$ cat config.mk
export PLATFORM = sky130hd
export DESIGN_NAME = fpu_pipeline_stage
export DESIGN_NICKNAME = d
export VERILOG_FILES = /design/src/rtl/fpu_pipeline_stage.sv
export SDC_FILE = /design/constraint.sdc
export NUM_CORES = 1
export LEC_CHECK = 0
export CAP_MARGIN = 10
export CORE_ASPECT_RATIO = 0.8
export CORE_MARGIN = 10
export CORE_UTILIZATION = 36
export CTS_CLUSTER_SIZE = 14
export DETAILED_ROUTE_END_ITERATION = 10
export MAX_ROUTING_LAYER = met4
export PLACE_DENSITY_LB_ADDON = 0.3
export SLEW_MARGIN = 20
export SYNTH_ARGS = -nofsm -noshare
export SYNTH_HDL_FRONTEND = slang
export SYNTH_SLANG_ARGS = --single-unit
$ cat constraint.sdc
create_clock -name clk -period 2.4 [get_ports clk]
set_clock_uncertainty 0.2 [all_clocks]
set_input_delay 0.36 -clock clk [delete_from_list [all_inputs] [get_ports clk]]
set_output_delay 0.36 -clock clk [all_outputs]
set_load 0.005 [all_outputs]
$ cat src/rtl/fpu_pipeline_stage.sv
`default_nettype none
// ============================================================================
// fpu_pipeline_stage : valid/ready FPU inter-stage register. Defining
// FPU_STAGE_SKID_EN adds a skid entry so in_ready comes straight from a flop.
// Revision : 1.0
// ============================================================================
module fpu_pipeline_stage #(
  parameter int                DATA_W     = 64,
  parameter int                CTRL_W     = 32,
  parameter logic [CTRL_W-1:0] CTRL_RESET = '0
) (
  input  logic              clk,
  input  logic              reset_n,
  input  logic              flush,
  input  logic              in_valid,
  output logic              in_ready,
  input  logic [DATA_W-1:0] in_data,
  input  logic [CTRL_W-1:0] in_ctrl,
  output logic              out_valid,
  input  logic              out_ready,
  output logic [DATA_W-1:0] out_data,
  output logic [CTRL_W-1:0] out_ctrl,
  output logic [1:0]        occupancy
);

  logic              m_valid;
  logic [DATA_W-1:0] m_data;
  logic [CTRL_W-1:0] m_ctrl;
  logic              accept;

  assign out_valid = m_valid;
  assign out_data  = m_data;
  assign out_ctrl  = m_ctrl;

`ifdef FPU_STAGE_SKID_EN
  logic              s_valid;
  logic [DATA_W-1:0] s_data;
  logic [CTRL_W-1:0] s_ctrl;
  logic              m_drain;
  logic              load_m_from_s;
  logic              load_m_from_in;
  logic              load_s;

  assign in_ready       = !s_valid;
  assign accept         = in_valid && !s_valid;
  assign m_drain        = !m_valid || out_ready;
  // A held skid beat always has priority over a new input (FIFO order).
  assign load_m_from_s  = !flush && m_drain && s_valid;
  assign load_m_from_in = !flush && m_drain && !s_valid && accept;
  assign load_s         = !flush && !m_drain && accept;
  assign occupancy      = {1'b0, m_valid} + {1'b0, s_valid};

  always_ff @(posedge clk or negedge reset_n) begin
    if (!reset_n) begin
      m_valid <= 1'b0;
      s_valid <= 1'b0;
    end else if (flush) begin
      m_valid <= 1'b0;
      s_valid <= 1'b0;
    end else if (m_drain) begin
      m_valid <= s_valid || accept;
      s_valid <= 1'b0;
    end else if (accept) begin
      s_valid <= 1'b1;
    end
  end

  always_ff @(posedge clk or negedge reset_n) begin
    if (!reset_n) begin
      m_ctrl <= CTRL_RESET;
      s_ctrl <= CTRL_RESET;
    end else begin
      if (load_m_from_s) begin
        m_ctrl <= s_ctrl;
      end else if (load_m_from_in) begin
        m_ctrl <= in_ctrl;
      end
      if (load_s) begin
        s_ctrl <= in_ctrl;
      end
    end
  end

  // Datapath payload is deliberately left unreset.
  always_ff @(posedge clk) begin
    if (load_m_from_s) begin
      m_data <= s_data;
    end else if (load_m_from_in) begin
      m_data <= in_data;
    end
    if (load_s) begin
      s_data <= in_data;
    end
  end
`else
  logic load_m;

  assign in_ready  = !m_valid || out_ready;
  assign accept    = in_valid && in_ready;
  assign load_m    = !flush && accept;
  assign occupancy = {1'b0, m_valid};

  always_ff @(posedge clk or negedge reset_n) begin
    if (!reset_n) begin
      m_valid <= 1'b0;
    end else if (flush) begin
      m_valid <= 1'b0;
    end else if (in_ready) begin
      m_valid <= accept;
    end
  end

  always_ff @(posedge clk or negedge reset_n) begin
    if (!reset_n) begin
      m_ctrl <= CTRL_RESET;
    end else if (load_m) begin
      m_ctrl <= in_ctrl;
    end
  end

  always_ff @(posedge clk) begin
    if (load_m) begin
      m_data <= in_data;
    end
  end
`endif

endmodule
`default_nettype wire

==> results of run 1 <==
## power by group
part / total, uW / internal (uW) / leakage [uW] / switching, uW
clock: 1070 / 497 / 0.0000990 / 570
combinational: 647 / 456 / 0.000953 / 191
sequential: 1990 / 1930 / 0.000986 / 60.1
## metrics by stage
| stage | setup WS [ps] | hold WS [ps] | total power (uW) | instance area [sq um] | instances |
|---|---|---|---|---|---|
| after detailed placement | 249 | 295 | 2680 | 5360 | 451 |
| final | 366 | 195 | 3710 | 5570 | 467 |
| after CTS | 354 | 192 | 3750 | 5570 | 467 |
| after global placement | 288 | 290 | 2670 | 5360 | 451 |
| after floorplan | 390 | -136 | 2170 | 3200 | 140 |
| after global routing | 310 | 193 | 3900 | 5570 | 467 |
## flip-flops by register name, indices dropped and copies added (netlist names)
| name | cells |
|---|---|
| out_data | 64 |
| out_ctrl | 32 |
| out_valid | 1 |
## placed cells by master, fill, tap and decap left out, drive strengths merged, types with 2 or more instances in the layout
cell type	netlist	routed
mux2	32	32
nor2	2	2
clkbuf	0	10
buf	5	5
clkdlybuf4s50	0	199
edfxtp	64	64
inv	1	3
clkinv	0	2
dfrtp	33	33
## final timing paths
kind	cells past startpoint	end	slack, ps	from
hold reg to reg	1	out_ctrl[27]	310	out_ctrl[27]
max in group asynchronous	2	out_ctrl[18]	1500	reset_n
setup / recovery	4	in_ready	370	out_ready
setup reg to reg	4	out_data[45]	640	out_valid
min in group clk	1	out_ctrl[27]	310	out_ctrl[27]
hold / removal	2	out_ctrl[10]	200	reset_n
## worst register-to-register path, delay by kind of cell, from the launching register on
family | cells | cell delay [ps]
simple gates | 2 | 390
buf+inv | 2 | 450
flops | 1 | 410
## kinds of logic after synthesis
family,share of synthesized area (%)
flip-flops,85.7
multiplexers,11.2
buffers and inverters,1.64
AND/OR/NAND/NOR,1.25
other,0.117
## routing by layer
layer / wire length (um) / vias to the layer above / track usage [%]
li1: - / 939 / -
met1: 3740 / 952 / 16.3
met2: 4290 / 166 / 22.6
met3: 1800 / 6 / 12.3
met4: 58 / 0 / 2.71
met5: 0 / - / -
## cell type report
cell class	instances	area (sq um)
fillers	640	3030
repair buffers	204	2070
flip-flops and latches	97	2750
inverters	1	3.75
clock buffers	10	128
clock inverters	6	75.1
well taps	112	140
multi-input cells	37	404
==> flow_metrics.py, run 1 <==
metrics = {
    "sta": {
        "period_share_pct": 84.7,
        "max_freq_mhz": 492,
        "final_hold_viol_count": 0,
        "rsz0062_at_grt": "false",
        "finalSetupTns_ps": 0,
        "setup_viol": 0,
        "period_minus_slack_ps": 2030,
        "maxSlewViolCount": 0,
    },
    "final_layout": {
        "antenna_cells": 0,
        "fin_util_pct": 64.7,
        "nNetsFinal": 451,
        "area_delta_synth_final_pct": 73.7,
        "drive_gt1_share_pct": 15.2,
    },
    "clocking": {
        "cts_hold_buf": 0,
        "clock_insertion_delay_worst_skew_ps": 350,
        "cts_resized": 0,
        "cts_tree": "yes",
        "clk_pin_slew_ps": 90,
        "clock_sinks": 97,
        "cts_buffers": 9,
        "clock-root-buffer": "clkbuf_8",
        "cts_buffer_depth": 2,
        "htreeDepth": 3,
        "cts_setup_buffers": 0,
    },
    "logic_synthesis": {
        "async_flop_share_pct": 34.0,
        "syn_inst": 140,
        "yosys_warnings": 0,
        "avgSynthCellArea_sq_um": 22.9,
        "ys_seq_area_share_pct": 85.7,
        "synth_nets": 241,
        "synth_common_cells": "edfxtp_1, dfrtp_1, mux2_2, buf_6",
        "synth_cell_type_count": 10,
        "synth_most_common_cell": "edfxtp_1",
        "yosysTopAreaCell": "edfxtp_1",
        "ys_ff_latch": 97,
        "yosys.area.top_type_share_pct": 60.0,
        "synth_area_sq_um": 3200,
        "synth-edff-count": 64,
        "synthTopCellsByArea": "edfxtp_1, dfrtp_1, mux2_2",
        "synth_ff_type": "edfxtp_1",
    },
    "critical_path": {
        "start_kind": "input port",
        "slowest_delay_ps": 450,
        "critPathTopFamily": "buffers and inverters",
        "slowest_stage": "clkdlybuf4s50_1",
        "cp_num_buf_inv": 3,
        "path_common_cell": "clkdlybuf4s50_1",
        "path_cells": "clkdlybuf4s50_1 -> nor2b_4 -> inv_1 -> clkdlybuf4s50_1",
        "crit_type": "in2out",
        "crit_fanout": 3,
        "cp.required_ps": 1840,
        "crit_arrival_ps": 1470,
        "endpoint_kind": "primary output",
    },
    "detailed_routing": {
        "vias_per_cell": 4.42,
        "vias": 2063,
        "drt_iter0_markers": 117,
        "wire_per_inst_um": 21.2,
        "antenna_left": 0,
        "drt-pass1-iter-count": 4,
        "drc": 0,
        "finalWirelength_mm": 9.90,
    },
    "floorplan": {
        "coreArea_sq_um": 8600,
        "placementRows": 30,
        "start_util_pct": 37.3,
        "fp.dieW_um": 125,
        "die_area_sq_um": 13100,
        "dieHeight_um": 104,
        "num_io_pins": 201,
    },
    "run_status": {
        "status": "complete, no violations",
    },
    "place": {
        "place.gp.congestion": 0.769,
        "dpl.hpwl_mm": 7.94,
        "io_buffers": 199,
    },
    "grt": {
        "grt_pass1_wl_mm": 14.8,
        "antenna_found_initial": 0,
        "grt_max_degree": 34,
        "grt_usage_pct": 15.5,
        "gr-total-overflow": 0,
        "grt_pass1_vias": 2388,
    },
    "flow_run": {
        "cap_violations": 0,
    },
    "power": {
        "p_per_area_nw_per_um2": 666,
        "peakVddDrop_v": 0.000376,
        "p_leak_uw": 0.00204,
    },
    "hold_path": {
        "hold_path.class": "in2async",
    },
}
(Power assumes the default switching activity.)
==> inputs of run 2 (changes only) <==
--- a/config.mk
+++ b/config.mk
@@ -8,7 +8,7 @@
 export CAP_MARGIN = 10
 export CORE_ASPECT_RATIO = 0.8
 export CORE_MARGIN = 10
-export CORE_UTILIZATION = 36
+export CORE_UTILIZATION = 33
 export CTS_CLUSTER_SIZE = 14
 export DETAILED_ROUTE_END_ITERATION = 10
 export MAX_ROUTING_LAYER = met4
==> constraint.sdc (replaced) <==
create_clock -name clk -period 1.82 [get_ports clk]
set_clock_uncertainty 0.2 [all_clocks]
set_input_delay 0.273 -clock clk [delete_from_list [all_inputs] [get_ports clk]]
set_output_delay 0.273 -clock clk [all_outputs]
set_load 0.005 [all_outputs]
==> run 2 against run 1 <==
First-iteration DRC count rose by 2.6%. Sequential power rose by 33%. Clock power rose by 77%. Cell area rose by 3.6%. Wire length fell by 1.4%. Die area rose by 7.5%. Register-to-register slack got worse by 530 ps. Sequential cell count did not move.
==> flow_metrics.py, run 2 (synthesis results as in run 1) <==
metrics = {
    "grt": {
        "antenna_found_initial": 0,
        "grt_pass1_wl_mm": 14.0,
        "grt_pass1_vias": 2306,
        "grt_max_degree": 22,
        "gr-total-overflow": 0,
        "grt_usage_pct": 14.0,
    },
    "flow_run": {
        "cap_violations": 0,
    },
    "detailed_routing": {
        "vias_per_cell": 4.40,
        "antenna_left": 0,
        "drt_iter0_markers": 120,
        "wire_per_inst_um": 20.3,
        "vias": 2110,
        "finalWirelength_mm": 9.76,
        "drc": 0,
        "drt-pass1-iter-count": 4,
    },
    "final_layout": {
        "antenna_cells": 0,
        "fill_cells": 753,
        "largest_register_ffs": 64,
        "drive_gt1_share_pct": 16.6,
        "nNetsFinal": 457,
        "area_delta_synth_final_pct": 80.0,
        "layout_commonest_cell": "clkdlybuf4s50_1",
        "fin_util_pct": 60.3,
        "mostFrequentLayoutCells": "clkdlybuf4s50_1, edfxtp_1, dfrtp_1",
    },
    "floorplan": {
        "dieHeight_um": 108,
        "fp.dieW_um": 130,
        "coreArea_sq_um": 9570,
        "die_area_sq_um": 14100,
        "num_io_pins": 201,
        "placementRows": 32,
        "start_util_pct": 33.5,
    },
    "clocking": {
        "cts_hold_buf": 0,
        "cts_buffers": 9,
        "cts_buffer_depth": 2,
        "clock-root-buffer": "clkbuf_16",
        "clk_pin_slew_ps": 60,
        "htreeDepth": 3,
        "clock_sinks": 97,
        "cts_tree": "yes",
        "clock_insertion_delay_worst_skew_ps": 330,
    },
    "critical_path": {
        "path_cells": "clkdlybuf4s50_1",
        "cp.required_ps": 1350,
        "worstSetupStartpoint": "out_ctrl[7]",
        "critPathTopFamily": "buffers and inverters",
        "slowest_stage": "clkdlybuf4s50_1",
        "slowest_delay_ps": 550,
        "crit_fanout": 2,
        "crit_type": "reg2out",
        "endpoint_kind": "primary output",
        "r2r_start": "out_valid",
        "crit_arrival_ps": 1240,
        "start_kind": "register",
        "cp_num_buf_inv": 1,
    },
    "power": {
        "peakVddDrop_v": 0.000643,
        "p_seq_share_pct": 48.8,
        "switching_share_pct": 21.1,
        "clkPwrFrac_pct": 34.9,
        "p_int_uw": 4260,
        "power.switching_uw": 1140,
        "p_per_area_nw_per_um2": 936,
        "share_comb_of_total_power_pct": 16.3,
        "p_leak_uw": 0.00217,
    },
    "sta": {
        "hold_ws_ps": 20.0,
        "final_hold_viol_count": 0,
        "setup_viol": 0,
        "max_freq_mhz": 583,
        "finalWorstSetupSlack_ps": 105,
        "period_share_pct": 94.2,
        "rsz0062_at_grt": "false",
        "maxSlewViolCount": 0,
        "period_minus_slack_ps": 1720,
    },
    "place": {
        "io_buffers": 199,
        "dp_slack_ps": -245,
        "dpl.hpwl_mm": 7.89,
        "place.gp.congestion": 0.747,
    },
    "hold_path": {
        "hold_path.class": "in2async",
    },
    "run_status": {
        "status": "complete, no violations",
    },
}
[run 2: cell count changes in the layout (fill, tap and decap cells not counted), sizes merged]
cell	delta
clkdlybuf4s50	-3
dlymetal6s2s	+2
inv	+1
clkinv	-2
clkinvlp	+1
buf	+6
dlygate4sd2	+1
[run 2: worst paths after layout]
path / end / slack, ps / cells past startpoint
max: out_ctrl[7] / 100 / 1
min: out_ctrl[11] / 20 / 1
max reg2reg: out_ctrl[17] / 110 / 4
min reg2reg: out_ctrl[14] / 310 / 1
max in group asynchronous: out_ctrl[24] / 890 / 2
min in group clk: out_data[32] / 280 / 1
[run 2: repair_timing]
item / in CTS / in global routing
endpoints found under the setup margin: 1 / 3
hold endpoints to repair: 0 / 0
resized for setup: 1 / 2
setup buffers: 1 / 0
[run 2: layout make-up]
cell class / instances / area [sq um] / share of cell area (%)
tap: 119 / 149 / 2.58
multi-input combinational: 37 / 438 / 7.59
sequential: 97 / 2750 / 47.6
clock inverter: 6 / 71.3 / 1.24
inverter: 1 / 3.75 / 0.0651
timing repair buffer: 210 / 2130 / 36.9
clock buffer: 10 / 229 / 3.97
[run 2: layer usage]
metal | track usage [%] | share of wire, %
met5 | - | 0
met4 | 5.05 | 1.4
met3 | 10.6 | 19
met2 | 20.0 | 42
met1 | 14.5 | 38
[run 2: stage by stage]
| stage | power, uW | cells | cell area [sq um] | TNS, ps |
|---|---|---|---|---|
| 2_1_floorplan | 2880 | 140 | 3250 | -547 |
| 3_3_place_gp | 3560 | 464 | 5460 | -17790 |
| 3_5_place_dp | 3570 | 464 | 5460 | -21110 |
| 4_1_cts | 5490 | 481 | 5770 | 0 |
| 5_1_grt | 5640 | 480 | 5770 | 0 |
| 6_report | 5400 | 480 | 5770 | 0 |
[run 2: power by group through the flow]
stage          Sequential [uW]  Clock [uW]  Combinational (uW)
6_report                  2640        1890                 879
5_1_grt                   2660        2040                 942
3_5_place_dp              2680           0                 892
2_1_floorplan             2690           0                 192
4_1_cts                   2640        1950                 900
3_3_place_gp              2670           0                 881
==> inputs of run 3 (changes only) <==
--- a/config.mk
+++ b/config.mk
@@ -7,7 +7,6 @@
 export LEC_CHECK = 0
 export CAP_MARGIN = 10
 export CORE_ASPECT_RATIO = 0.8
-export CORE_MARGIN = 10
 export CORE_UTILIZATION = 33
 export CTS_CLUSTER_SIZE = 14
 export DETAILED_ROUTE_END_ITERATION = 10
==> constraint.sdc (replaced) <==
create_clock -name clk -period 1.82 [get_ports clk]
set_clock_uncertainty 0.2 [all_clocks]
set_input_delay 0.364 -clock clk [delete_from_list [all_inputs] [get_ports clk]]
set_output_delay 0.364 -clock clk [all_outputs]
set_load 0.005 [all_outputs]
==> run 3 against run 2 <==
The flow now finishes with violations (design-rule violations). Global-route usage increased by 2.1 points. Power is 1.4% lower. First-iteration DRC count is 18% lower. Via count is 1.9% lower. Critical path type unchanged. Final cell count fell by 0.83%. Non-clock buffer count increased by 1. Critical path depth is the same. Count of clock-buffer cells in the layout down 1. Core utilization up 2.3 points. Clock power fell by 4%.
==> flow_metrics.py, run 3 (synthesis results as in run 1) <==
metrics = {
    "clocking": {
        "cts_hold_buf": 0,
        "clk_pin_slew_ps": 70,
        "cts_tree": "yes",
        "cts_buffer_depth": 2,
        "htreeDepth": 3,
        "cts_buffers": 9,
        "clock_sinks": 97,
        "clock_insertion_delay_worst_skew_ps": 320,
        "clock-root-buffer": "clkbuf_16",
    },
    "critical_path": {
        "crit_type": "reg2out",
        "start_kind": "register",
        "cp.required_ps": 1260,
        "crit_arrival_ps": 1210,
        "endpoint_kind": "primary output",
        "cp_num_buf_inv": 1,
        "path_cells": "clkdlybuf4s50_1",
        "critPathTopFamily": "buffers and inverters",
        "slowest_delay_ps": 510,
        "crit_fanout": 2,
        "r2r_setup_slack_ps": 90,
        "slowest_stage": "clkdlybuf4s50_1",
    },
    "sta": {
        "finalWorstSetupSlack_ps": 43.4,
        "max_freq_mhz": 563,
        "hold_ws_ps": 175,
        "period_minus_slack_ps": 1780,
        "final_hold_viol_count": 0,
        "setup_viol": 0,
        "rsz0062_at_grt": "false",
        "finalSetupTns_ps": 0,
        "period_share_pct": 97.6,
        "maxSlewViolCount": 0,
    },
    "floorplan": {
        "start_util_pct": 34.7,
        "die_area_sq_um": 10100,
        "fp.dieW_um": 112,
        "placementRows": 31,
        "num_io_pins": 201,
        "coreArea_sq_um": 9230,
        "dieHeight_um": 90.1,
    },
    "place": {
        "dpl.hpwl_mm": 5.91,
        "post-place-cells": 460,
        "place.gp.congestion": 0.734,
        "dp_slack_ps": -347,
        "io_buffers": 199,
    },
    "final_layout": {
        "largest_register_ffs": 64,
        "fill_cells": 711,
        "mostFrequentLayoutCells": "clkdlybuf4s50_1, edfxtp_1, dfrtp_1",
        "register_area_sq_um": 2750,
        "multi_input_area_sq_um": 438,
        "nNetsFinal": 458,
        "stdcell_count": 476,
        "area_delta_synth_final_pct": 80.2,
        "layout_commonest_cell": "clkdlybuf4s50_1",
        "antenna_cells": 0,
        "drive_gt1_share_pct": 16.9,
    },
    "power": {
        "peakVddDrop_v": 0.000507,
        "p_per_area_nw_per_um2": 922,
        "p_leak_uw": 0.00218,
    },
    "detailed_routing": {
        "finalWirelength_mm": 7.73,
        "antenna_left": 0,
        "drt-pass1-iter-count": 9,
        "vias": 2070,
        "drc": 14,
        "vias_per_cell": 4.35,
        "wire_per_inst_um": 16.2,
        "drt_iter0_markers": 98,
    },
    "hold_path": {
        "hold_path.class": "in2async",
    },
    "grt": {
        "grt_pass1_wl_mm": 11.9,
        "gr-total-overflow": 0,
        "grt_pass1_vias": 2104,
        "antenna_found_initial": 0,
        "grt_usage_pct": 16.1,
        "grt_max_degree": 26,
    },
    "flow_run": {
        "cap_violations": 0,
    },
    "run_status": {
        "status": "finished with violations",
        "violations": "design-rule violations",
    },
}
## run 3: cell types whose count changed in the layout (fill, tap and decap cells not counted)
cell | before | now
clkdlybuf4s50_1 | 196 | 192
dlymetal6s2s_1 | 2 | 3
inv_6 | 3 | 1
clkbuf_1 | 1 | 0
buf_12 | 4 | 5
dlygate4sd2_1 | 1 | 4
clkinv_4 | 0 | 1
clkinvlp_2 | 0 | 1
## run 3: final timing paths
check,startpoint,to,cells after the start
worst max-delay path,out_ctrl[12],out_ctrl[12],1
worst min-delay path,reset_n,out_ctrl[31],2
worst max register to register,out_valid,out_ctrl[12],4
worst min register to register,out_ctrl[18],out_ctrl[18],1
max in group asynchronous,reset_n,out_ctrl[20],2
min in group clk,out_ready,out_valid,4
## run 3: repair_timing
item	in CTS	in global routing
setup endpoints to repair	2	3
hold endpoints to repair	0	0
resized for setup	4	3
pin swaps	0	0
setup buffers	1	0
gates cloned	0	0
## run 3: worst register-to-register path, stage by stage, from the launching register on
cell and delay, ps:
dfrtp_1 380, nor2b_4 140, nor3b_4 300, buf_12 220, mux2_2 370
## run 3: per-stage QoR
step	utilization, %	area (sq um)	power (uW)
after global placement	59.3	5470	3540
after global routing	62.5	5770	5550
after CTS	62.5	5770	5410
after floorplan	-	3250	2880
after detailed placement	59.3	5470	3560
final	62.5	5770	5320
## run 3: where the power goes
group	switching [uW]	internal (uW)	leakage, uW
registers	82.4	2550	0.000986
clock network	764	1060	0.000134
logic	233	630	0.00106
total	1080	4240	0.00218
## run 3: metal layers
metal / part of all wire, % / routed length [um] / track usage (%) / vias to the layer above
met4: 1.4 / 108 / 4.78 / 0
met5: 0 / 0 / - / -
met1: 41 / 3180 / 20.1 / 991
met3: 10 / 803 / 5.93 / 10
met2: 47 / 3630 / 24.5 / 120
li1: - / - / - / 949
## run 3: cell type report
| class | count | area share (%) |
|---|---|---|
| clock buffer | 9 | 3.90 |
| tap | 115 | 2.49 |
| sequential | 97 | 47.6 |
| clock inverter | 6 | 1.17 |
| inverter | 1 | 0.0650 |
| multi-input combinational | 37 | 7.59 |
| timing repair buffer | 211 | 37.2 |
